### config.mk
export PLATFORM = sky130hd
export DESIGN_NAME = spi_slave_frame_ctrl_flat
export DESIGN_NICKNAME = d
export VERILOG_FILES = /design/src/rtl/spi_slave_frame_ctrl_if.sv /design/src/rtl/spi_slave_frame_ctrl.sv /design/src/flat_wrapper.sv
export SDC_FILE = /design/constraint.sdc
export NUM_CORES = 1
export LEC_CHECK = 0
export ABC_CLOCK_PERIOD_IN_PS = 2200
export CAP_MARGIN = 15
export CORE_MARGIN = 1
export CORE_UTILIZATION = 50
export DETAILED_ROUTE_END_ITERATION = 8
export PLACE_DENSITY_LB_ADDON = 0.3
export SYNTH_ARGS = -nofsm -noshare
export SYNTH_HDL_FRONTEND = slang
export SYNTH_SLANG_ARGS = --single-unit
### constraint.sdc
create_clock -name clk -period 2.2 [get_ports clk]
set_clock_uncertainty 0.05 [all_clocks]
set_input_delay 0.33 -clock clk [delete_from_list [all_inputs] [get_ports clk]]
set_output_delay 0.33 -clock clk [all_outputs]
set_load 0.005 [all_outputs]
### src/rtl/spi_slave_frame_ctrl_if.sv
// SPI slave frame controller bus: serial pins, rx frame, tx handshake, status.
// slave modport faces the controller, master modport faces the SPI/RAM side.
interface spi_slave_frame_ctrl_if #(
  parameter int WORD_W = 8
);
  localparam int FRAME_W = WORD_W + 2;

  logic               SS_n;
  logic               MOSI;
  logic               MISO;
  logic [FRAME_W-1:0] rx_data;
  logic               rx_valid;
  logic [WORD_W-1:0]  tx_data;
  logic               tx_valid;
  logic               tx_ready;
  logic               busy;
  logic               err;
  logic [1:0]         err_code;

  modport slave (
    input  SS_n, MOSI, tx_data, tx_valid,
    output MISO, rx_data, rx_valid, tx_ready,
    output busy, err, err_code
  );

  modport master (
    output SS_n, MOSI, tx_data, tx_valid,
    input  MISO, rx_data, rx_valid, tx_ready,
    input  busy, err, err_code
  );
endinterface

### src/rtl/spi_slave_frame_ctrl.sv
// SPI slave frame controller: deserialises {cmd,payload} frames, serves reads.
// Ports: clk, rst_n (sync, active-low), bus (slave modport: SPI pins, rx/tx, status).
module spi_slave_frame_ctrl #(
  parameter int WORD_W     = 8,
  parameter bit LSB_FIRST  = 1'b0,
  parameter int TX_TIMEOUT = 64
) (
  input  logic                  clk,
  input  logic                  rst_n,
  spi_slave_frame_ctrl_if.slave bus
);
  localparam int FRAME_W = WORD_W + 2;
  localparam int CW      = $clog2(FRAME_W + 1);
  localparam int TW      = $clog2(TX_TIMEOUT + 1);

  typedef enum logic [2:0] {
    IDLE, CHK_CMD, RX, WAIT_TX, TX, DONE
  } state_t;

  state_t             state;
  logic               rw;
  logic               rd_ok;
  logic [CW-1:0]      cnt;
  logic [TW-1:0]      tcnt;
  logic [FRAME_W-2:0] rx_sh;
  logic [WORD_W-1:0]  tx_sh;
  logic [FRAME_W-1:0] frame;
  logic [1:0]         cmd;
  logic               tx_first;
  logic               tx_bit;

  function automatic logic [WORD_W-1:0] tx_adv(
    input logic [WORD_W-1:0] v
  );
    return LSB_FIRST ? (v >> 1) : (v << 1);
  endfunction

  // frame as it stands once the bit on MOSI is included
  always_comb begin
    if (LSB_FIRST) frame = {bus.MOSI, rx_sh};
    else           frame = {rx_sh, bus.MOSI};
  end

  assign cmd      = frame[FRAME_W-1 -: 2];
  assign tx_first = LSB_FIRST ? bus.tx_data[0] : bus.tx_data[WORD_W-1];
  assign tx_bit   = LSB_FIRST ? tx_sh[0] : tx_sh[WORD_W-1];

  always_ff @(posedge clk) begin
    if (!rst_n) begin
      state        <= IDLE;
      rw           <= 1'b0;
      rd_ok        <= 1'b0;
      cnt          <= '0;
      tcnt         <= '0;
      rx_sh        <= '0;
      tx_sh        <= '0;
      bus.MISO     <= 1'b0;
      bus.rx_data  <= '0;
      bus.rx_valid <= 1'b0;
      bus.tx_ready <= 1'b0;
      bus.busy     <= 1'b0;
      bus.err      <= 1'b0;
      bus.err_code <= 2'd0;
    end else begin
      bus.rx_valid <= 1'b0;
      bus.err      <= 1'b0;
      if (bus.SS_n && (state == CHK_CMD || state == RX ||
                       state == WAIT_TX || state == TX)) begin
        // abort: partial frame dropped, rd_ok kept
        state        <= IDLE;
        bus.busy     <= 1'b0;
        bus.MISO     <= 1'b0;
        bus.tx_ready <= 1'b0;
        bus.err      <= 1'b1;
        bus.err_code <= 2'd1;
      end else begin
        unique case (state)
          IDLE: begin
            bus.MISO <= 1'b0;
            if (!bus.SS_n) begin
              state    <= CHK_CMD;
              bus.busy <= 1'b1;
            end
          end
          CHK_CMD: begin
            rw    <= bus.MOSI;
            cnt   <= CW'(FRAME_W);
            state <= RX;
          end
          RX: begin
            rx_sh <= LSB_FIRST ? frame[FRAME_W-1:1] : frame[FRAME_W-2:0];
            cnt   <= cnt - CW'(1);
            if (cnt == CW'(1)) begin
              bus.rx_data <= frame;
              if (cmd[1] != rw) begin
                bus.err      <= 1'b1;
                bus.err_code <= 2'd0;
                state        <= DONE;
              end else if (cmd == 2'b11) begin
                bus.rx_valid <= 1'b1;
                if (rd_ok) begin
                  bus.tx_ready <= 1'b1;
                  tcnt         <= '0;
                  state        <= WAIT_TX;
                end else begin
                  bus.err      <= 1'b1;
                  bus.err_code <= 2'd2;
                  state        <= DONE;
                end
              end else begin
                bus.rx_valid <= 1'b1;
                state        <= DONE;
                if (cmd == 2'b10) rd_ok <= 1'b1;
              end
            end
          end
          WAIT_TX: begin
            // a capture on the expiry edge beats the timeout
            if (bus.tx_valid) begin
              bus.tx_ready <= 1'b0;
              bus.MISO     <= tx_first;
              tx_sh        <= tx_adv(bus.tx_data);
              cnt          <= CW'(WORD_W - 1);
              state        <= TX;
            end else if (tcnt == TW'(TX_TIMEOUT - 1)) begin
              bus.tx_ready <= 1'b0;
              bus.err      <= 1'b1;
              bus.err_code <= 2'd3;
              rd_ok        <= 1'b0;
              state        <= DONE;
            end else begin
              tcnt <= tcnt + TW'(1);
            end
          end
          TX: begin
            if (cnt != '0) begin
              bus.MISO <= tx_bit;
              tx_sh    <= tx_adv(tx_sh);
              cnt      <= cnt - CW'(1);
            end else begin
              bus.MISO <= 1'b0;
              rd_ok    <= 1'b0;
              state    <= DONE;
            end
          end
          DONE: begin
            bus.MISO <= 1'b0;
            if (bus.SS_n) begin
              state    <= IDLE;
              bus.busy <= 1'b0;
            end
          end
          default: begin
            state    <= IDLE;
            bus.busy <= 1'b0;
          end
        endcase
      end
    end
  end
endmodule

### src/flat_wrapper.sv
// flat-port wrapper written by rule: the top's interface ports become plain ports
module spi_slave_frame_ctrl_flat 
#(
  parameter int WORD_W     = 8,
  parameter bit LSB_FIRST  = 1'b0,
  parameter int TX_TIMEOUT = 64
)
  (clk, rst_n, bus_SS_n, bus_MOSI, bus_tx_data, bus_tx_valid, bus_MISO, bus_rx_data, bus_rx_valid, bus_tx_ready, bus_busy, bus_err, bus_err_code);
  spi_slave_frame_ctrl_if #(.WORD_W(WORD_W)) bus_i ();
  input  logic clk;
  input  logic rst_n;
  input wire logic [$bits(bus_i.SS_n)-1:0] bus_SS_n;
  input wire logic [$bits(bus_i.MOSI)-1:0] bus_MOSI;
  input wire logic [$bits(bus_i.tx_data)-1:0] bus_tx_data;
  input wire logic [$bits(bus_i.tx_valid)-1:0] bus_tx_valid;
  output wire logic [$bits(bus_i.MISO)-1:0] bus_MISO;
  output wire logic [$bits(bus_i.rx_data)-1:0] bus_rx_data;
  output wire logic [$bits(bus_i.rx_valid)-1:0] bus_rx_valid;
  output wire logic [$bits(bus_i.tx_ready)-1:0] bus_tx_ready;
  output wire logic [$bits(bus_i.busy)-1:0] bus_busy;
  output wire logic [$bits(bus_i.err)-1:0] bus_err;
  output wire logic [$bits(bus_i.err_code)-1:0] bus_err_code;
  assign bus_i.SS_n = bus_SS_n;
  assign bus_i.MOSI = bus_MOSI;
  assign bus_i.tx_data = bus_tx_data;
  assign bus_i.tx_valid = bus_tx_valid;
  assign bus_MISO = bus_i.MISO;
  assign bus_rx_data = bus_i.rx_data;
  assign bus_rx_valid = bus_i.rx_valid;
  assign bus_tx_ready = bus_i.tx_ready;
  assign bus_busy = bus_i.busy;
  assign bus_err = bus_i.err;
  assign bus_err_code = bus_i.err_code;
  spi_slave_frame_ctrl #(.WORD_W(WORD_W), .LSB_FIRST(LSB_FIRST), .TX_TIMEOUT(TX_TIMEOUT)) u_core (.clk(clk), .rst_n(rst_n), .bus(bus_i));
endmodule
* Word level (Yosys, flattened, before mapping)
Cells that the tools add are included.
** Word-level totals
- Register bits :: 50
- Input bits :: 13
- Word-level logic and storage cells :: 143
** Operators by class
- Add/subtract/negate cells :: 2
- Equal/unequal tests :: 32
- Multiplexer cells :: 60
- Bitwise operators :: 5
- Reductions and logical operators :: 29
** Operators by type and width (count)
- $mux W7 :: 6
- $mux W3 :: 9
- $ne A2 B2 Y1 const B :: 13
- $mux W1 :: 25
- $ne A3 B3 Y1 const B :: 6
- $pmux W3 S6 :: 1
- $reduce_and A6 Y1 :: 3
- $mux W8 :: 2
- $pmux W4 S4 :: 1
- $pmux W8 S2 :: 1
- $pmux W7 S2 :: 1
- $mux W2 :: 6
- $pmux W1 S3 :: 3
- $reduce_and A9 Y1 :: 1
- $reduce_bool A3 Y1 :: 3
- $mux W4 :: 2
- $ne A4 B4 Y1 const B :: 2
- $reduce_and A4 Y1 :: 2
- $reduce_and A8 Y1 :: 1
- $reduce_bool A4 Y1 :: 2
- $reduce_or A4 Y1 :: 2
- $add A7 B1 Y7 const B :: 1
- $eq A7 B6 Y1 const B :: 1
- $eq A3 B2 Y1 const B :: 2
- 18 further kinds :: 32

* Depth between registers and ports, before layout
- Depth after elaboration :: 7
- Depth in mapped cells :: 7

* Least setup slack after synthesis
OpenSTA, ideal clock, no wires.
- Path type :: flip-flop to flip-flop
- Start :: reg u_core.cnt[0]
- End :: reg u_core.state[2]
- Arrival :: 1.703 ns
- Data required time :: 2.064 ns
- Setup slack :: 0.361 ns
- Stages on the path, launching flop included :: 7
- Path buffers :: 0
- Clock period less this slack :: 1.839 ns
- Cell sequence :: dfxtp_1 inv_1 ha_1 nor3b_1 o22ai_1 or3_1 a211oi_1
** Between the ends
- Longest elaborated chain between the ends :: 3
- Elaborated cells between the ends (all ways) :: 5
- Those cells by class :: 3 x eq/ne; 2 x reduce/logical
** Ends and longest elaborated chain
- from (decl) :: RTL line spi_slave_frame_ctrl.sv:23 : logic [CW-1:0] cnt;
- from (signal assigned) :: RTL line spi_slave_frame_ctrl.sv:87 : cnt <= CW'(FRAME_W);
- from (signal assigned) :: RTL line spi_slave_frame_ctrl.sv:92 : cnt <= cnt - CW'(1);
- from (signal assigned) :: RTL line spi_slave_frame_ctrl.sv:123 : cnt <= CW'(WORD_W - 1);
- $eq A4 B1 Y1 / $reduce_bool A4 Y1 (equally long branches) :: RTL line spi_slave_frame_ctrl.sv:93, spi_slave_frame_ctrl.sv:136
- $ne A2 B2 Y1 (no source line)
- $reduce_and A5 Y1 (no source line) (*)
- to (signal assigned) :: RTL line spi_slave_frame_ctrl.sv:88 : state <= RX;
- to (signal assigned) :: RTL line spi_slave_frame_ctrl.sv:98 : state <= DONE;
- to (signal assigned) :: RTL line spi_slave_frame_ctrl.sv:104 : state <= WAIT_TX;
- to (decl) :: RTL line spi_slave_frame_ctrl.sv:20 : state_t state;
Every way passes the cells marked *; elsewhere a longest branch is shown, timed or not.
A chain may end at the register's enable or synchronous reset.

* Worst setup path after layout
- Start :: reg u_core.state[2]
- End :: reg u_core.rd_ok
** Between the ends
- Longest elaborated chain between the ends :: 7
- Elaborated cells between the ends (all ways) :: 19
- Those cells by class :: 11 x eq/ne; 1 x mux; 1 x bitwise; 6 x reduce/logical
** Ends and longest elaborated chain
- from (signal assigned) :: RTL line spi_slave_frame_ctrl.sv:50 : state <= IDLE;
- from (signal assigned) :: RTL line spi_slave_frame_ctrl.sv:70 : state <= IDLE;
- from (signal assigned) :: RTL line spi_slave_frame_ctrl.sv:81 : state <= CHK_CMD;
- $eq A3 B1 Y1 / $eq A3 B2 Y1 (equally long branches) :: RTL line spi_slave_frame_ctrl.sv:67, spi_slave_frame_ctrl.sv:77
- $logic_or A1 B1 Y1 (2 in series) :: RTL line spi_slave_frame_ctrl.sv:67 : if (bus.SS_n && (state == CHK_CMD || state == RX ||
- $logic_or A1 B1 Y1 :: RTL line spi_slave_frame_ctrl.sv:68 : state == WAIT_TX || state == TX)) begin
- $logic_and A1 B1 Y1 :: RTL line spi_slave_frame_ctrl.sv:67
- $not A1 Y1 (no source line)
- $reduce_and A9 Y1 (no source line)
- to (signal assigned) :: RTL line spi_slave_frame_ctrl.sv:52 : rd_ok <= 1'b0;
- to (signal assigned) :: RTL line spi_slave_frame_ctrl.sv:113 : if (cmd == 2'b10) rd_ok <= 1'b1;
- to (signal assigned) :: RTL line spi_slave_frame_ctrl.sv:129 : rd_ok <= 1'b0;
- to (decl) :: RTL line spi_slave_frame_ctrl.sv:22 : logic rd_ok;
Several ways; a longest one is shown, not always the timed one.

==> flow_metrics.py <==
metrics = {
    "outcome": {
        "status": "complete, no violations",
    },
    "worst_setup_path": {
        "crit_path_end_kind": "register",
        "worstRegToRegCells": 4,
        "worstPathRequired_ps": 2360,
        "maximum_fanout_encountered_on_the_critical_timing_path": 11,
        "r2r_slack_ps": 170,
        "cp.arrival_ps": 2190,
        "worstSetupPathType": "reg -> reg",
        "type_of_origin_of_the_critical_path": "register",
    },
    "floorplanning": {
        "area_of_the_die_mm2": 0.00543,
        "die_width_um": 73.7,
        "die-height_um": 73.7,
        "ios": 30,
        "coreArea_mm2": 0.00482,
        "count_of_standard_cell_rows": 25,
        "effective_utilization_at_floorplan": 0.533,
    },
    "cells_and_area": {
        "layout.cells.most_common": "sky130_fd_sc_hd__nand2_1",
        "antenna-diode-count": 0,
        "layout-drive-gt1-share": 0.126,
        "fill_cells": 439,
        "final_cell_mix": "sky130_fd_sc_hd__nand2_1 (50), sky130_fd_sc_hd__dfxtp_1 (48), sky130_fd_sc_hd__a21oi_1 (34)",
        "final_nets": 348,
        "layout.cell_area.non_filler_mm2": 0.00305,
        "post_synthesis_to_final_layout_area_growth_pct": 18.8,
    },
    "grt": {
        "antenna_violations_before_repair": 0,
        "grt_start_max_net_pins": 21,
        "gr-total-overflow": 0,
        "tot_gr_track_use": 0.233,
        "grt-busiest-layer": "met2",
        "gr-usage-met2": 0.374,
        "grt.met1_usage": 0.310,
        "grt_pass1_vias": 2180,
        "grt_first_pass_wirelength_um": 9790,
        "global_route.usage.met3": 0.0466,
    },
    "logic_synthesis": {
        "synth_area_mm2": 0.00257,
        "synth_async_sr_flop_share": 0,
        "synth_ff_type": "sky130_fd_sc_hd__dfxtp_1",
        "yosys_register_bits": 49,
        "synth.lib_cells_used.distinct": 62,
        "synth_edf_count": 0,
        "synth_sequential_area_ratio": 0.382,
        "mappedNetlistNets": 318,
        "ys.warnings.count": 0,
        "synthesis.instances": 302,
        "synth.avg_cell_area_um2": 8.50,
    },
    "cts": {
        "clockRootBuffer": "sky130_fd_sc_hd__clkbuf_8",
        "cts_inserted_buffers": 5,
        "max-clock-path-buffers": 2,
        "tritoncts_num_sinks": 49,
        "cts.clk_slew.worst_paths_ps": 100,
        "clk-insertion-delay-late_ps": 310,
        "tritoncts": "yes",
        "level_count_of_the_clock_h_tree": 2,
    },
    "routing": {
        "route.detailed.vias_per_inst": 5.91,
        "post_route_drc_violation_count": 0,
        "dr.first_iter.drc_count": 195,
        "drt-pass1-iter-count": 4,
        "detailroute.via_count": 2365,
        "drt.antenna.violating_nets": 0,
        "wirelength_um": 5730,
        "route.detailed.wl_per_inst_um": 14.3,
    },
    "sta": {
        "hold_violations": 0,
        "timing.fmax_ghz": 0.493,
        "finalSetupViolCount": 0,
        "totalNegativeSetupSlack_ps": 0,
        "layout_min_cycle_time_ps": 2030,
        "min_period_over_period": 0.921,
        "maxSlewViolCount": 0,
        "tightest_slew_margin_relative_to_the_limit": 0.685,
        "tightest_slew_ps": 472,
        "unrepaired_setup_endpoints_after_global_routing": "no",
    },
    "placed_design": {
        "port_buffers": 29,
        "detailed_place.area_mm2": 0.00295,
        "globalplace.congestion": 0.880,
        "hpwlAfterDp_um": 4070,
    },
    "power": {
        "p_per_area_mw_per_mm2": 672,
        "static-leakage-power_nw": 1.06,
        "peakVddDrop_uv": 400,
    },
    "min_path": {
        "hold_path_depth": 2,
        "timing.hold.worst.class": "reg -> reg",
    },
    "job": {
        "timing.max_cap.violations": 0,
    },
}
[path summary, 6_finish.rpt]
check | startpoint | to
max | u_core.state[2] | u_core.rd_ok
min | u_core.tcnt[6] | u_core.tcnt[6]
max reg2reg | u_core.state[2] | u_core.rd_ok
min reg2reg | u_core.tcnt[6] | u_core.tcnt[6]
[state kept, by name, summed over array words and instances, names as in the netlist]
register             cells
u_core.cnt               4
u_core.tx_sh             7
u_core.bus.busy          1
u_core.bus.tx_ready      1
u_core.bus.MISO          1
u_core.rx_sh             9
u_core.bus.err           1
u_core.bus.rx_valid      1
u_core.state             3
u_core.rw                1
u_core.bus.rx_data      10
u_core.rd_ok             1
u_core.bus.err_code      2
u_core.tcnt              7
[layer usage]
metal | up-vias | share of wire
li1 | 1173 | -
met1 | 1117 | 0.46
met2 | 60 | 0.46
met3 | 15 | 0.049
met4 | 0 | 0.023
met5 | - | 0
[critical path, cell delays in order (launching register included)]
cell,delay [ps]
sky130_fd_sc_hd__dfxtp_1,540
sky130_fd_sc_hd__buf_4,240
sky130_fd_sc_hd__and3b_1,310
sky130_fd_sc_hd__or4_1,540
sky130_fd_sc_hd__o32ai_1,240
[power breakdown]
group	switching (mW)	leakage, nW	internal (mW)
clock	0.325	0.0506	0.238
combinational	0.265	0.611	0.238
sequential	0.0535	0.397	0.929
[layout make-up]
class / count / area [µm²] / share of cell area
Inverter: 7 / 26.3 / 0.00861
Clock buffer: 5 / 68.8 / 0.0226
Clock inverter: 3 / 28.8 / 0.00943
Sequential cell: 49 / 982 / 0.322
Tap cell: 67 / 83.8 / 0.0275
Timing Repair Buffer: 47 / 425 / 0.139
Multi-Input combinational cell: 222 / 1440 / 0.470
[per-stage QoR]
step	hold slack, ps	instances	utilization	total power, mW	worst slack, ps
floorplan	358	302	-	1.34	361
detailed placement	375	392	0.613	1.50	94.2
global placement	371	392	0.613	1.49	158
global route	428	400	0.633	2.17	8.67
finish	385	400	0.633	2.05	174
CTS	391	400	0.633	2.06	157
[repair_timing]
item / 4_1_cts / 5_1_grt
hold buffers: 0 / 0
resized for setup: 0 / 1
endpoints found under the hold margin: 0 / 0
endpoints found under the setup margin: 0 / 1
setup buffers: 0 / 0
[logic make-up (layout without fill, tap and decap cells)]
group / after synthesis / after routing / synth area share
buf+inv: 31 / 62 / 0.0614
flops: 49 / 49 / 0.382
simple gates: 118 / 118 / 0.247
compound gates: 90 / 90 / 0.253
mux: 9 / 9 / 0.0351
xor+xnor: 2 / 2 / 0.00682
fa+ha+maj: 3 / 3 / 0.0146
[Yosys cell counts (3+ instances only)]
master	count	area [µm²]
sky130_fd_sc_hd__and3b_1	3	26.3
sky130_fd_sc_hd__nand2_1	50	188
sky130_fd_sc_hd__nor3b_1	4	30.0
sky130_fd_sc_hd__a311oi_1	6	52.6
sky130_fd_sc_hd__nand4_1	3	18.8
sky130_fd_sc_hd__or3_1	3	18.8
sky130_fd_sc_hd__a21oi_1	34	170
sky130_fd_sc_hd__buf_2	5	25.0
sky130_fd_sc_hd__mux2i_1	9	90.1
sky130_fd_sc_hd__ha_1	3	37.5
sky130_fd_sc_hd__inv_1	6	22.5
sky130_fd_sc_hd__a311oi_2	3	45.0
sky130_fd_sc_hd__a31oi_1	3	18.8
sky130_fd_sc_hd__buf_6	3	33.8
sky130_fd_sc_hd__a211oi_1	6	45.0
sky130_fd_sc_hd__buf_4	3	22.5
sky130_fd_sc_hd__nor2b_1	3	18.8
sky130_fd_sc_hd__o22ai_1	4	25.0
sky130_fd_sc_hd__nor2_1	12	45.0
sky130_fd_sc_hd__o21ai_0	9	45.0
sky130_fd_sc_hd__nand3_1	16	80.1
sky130_fd_sc_hd__clkbuf_1	12	45.0
sky130_fd_sc_hd__dfxtp_1	49	981
Power figures use the tool's default switching activity.
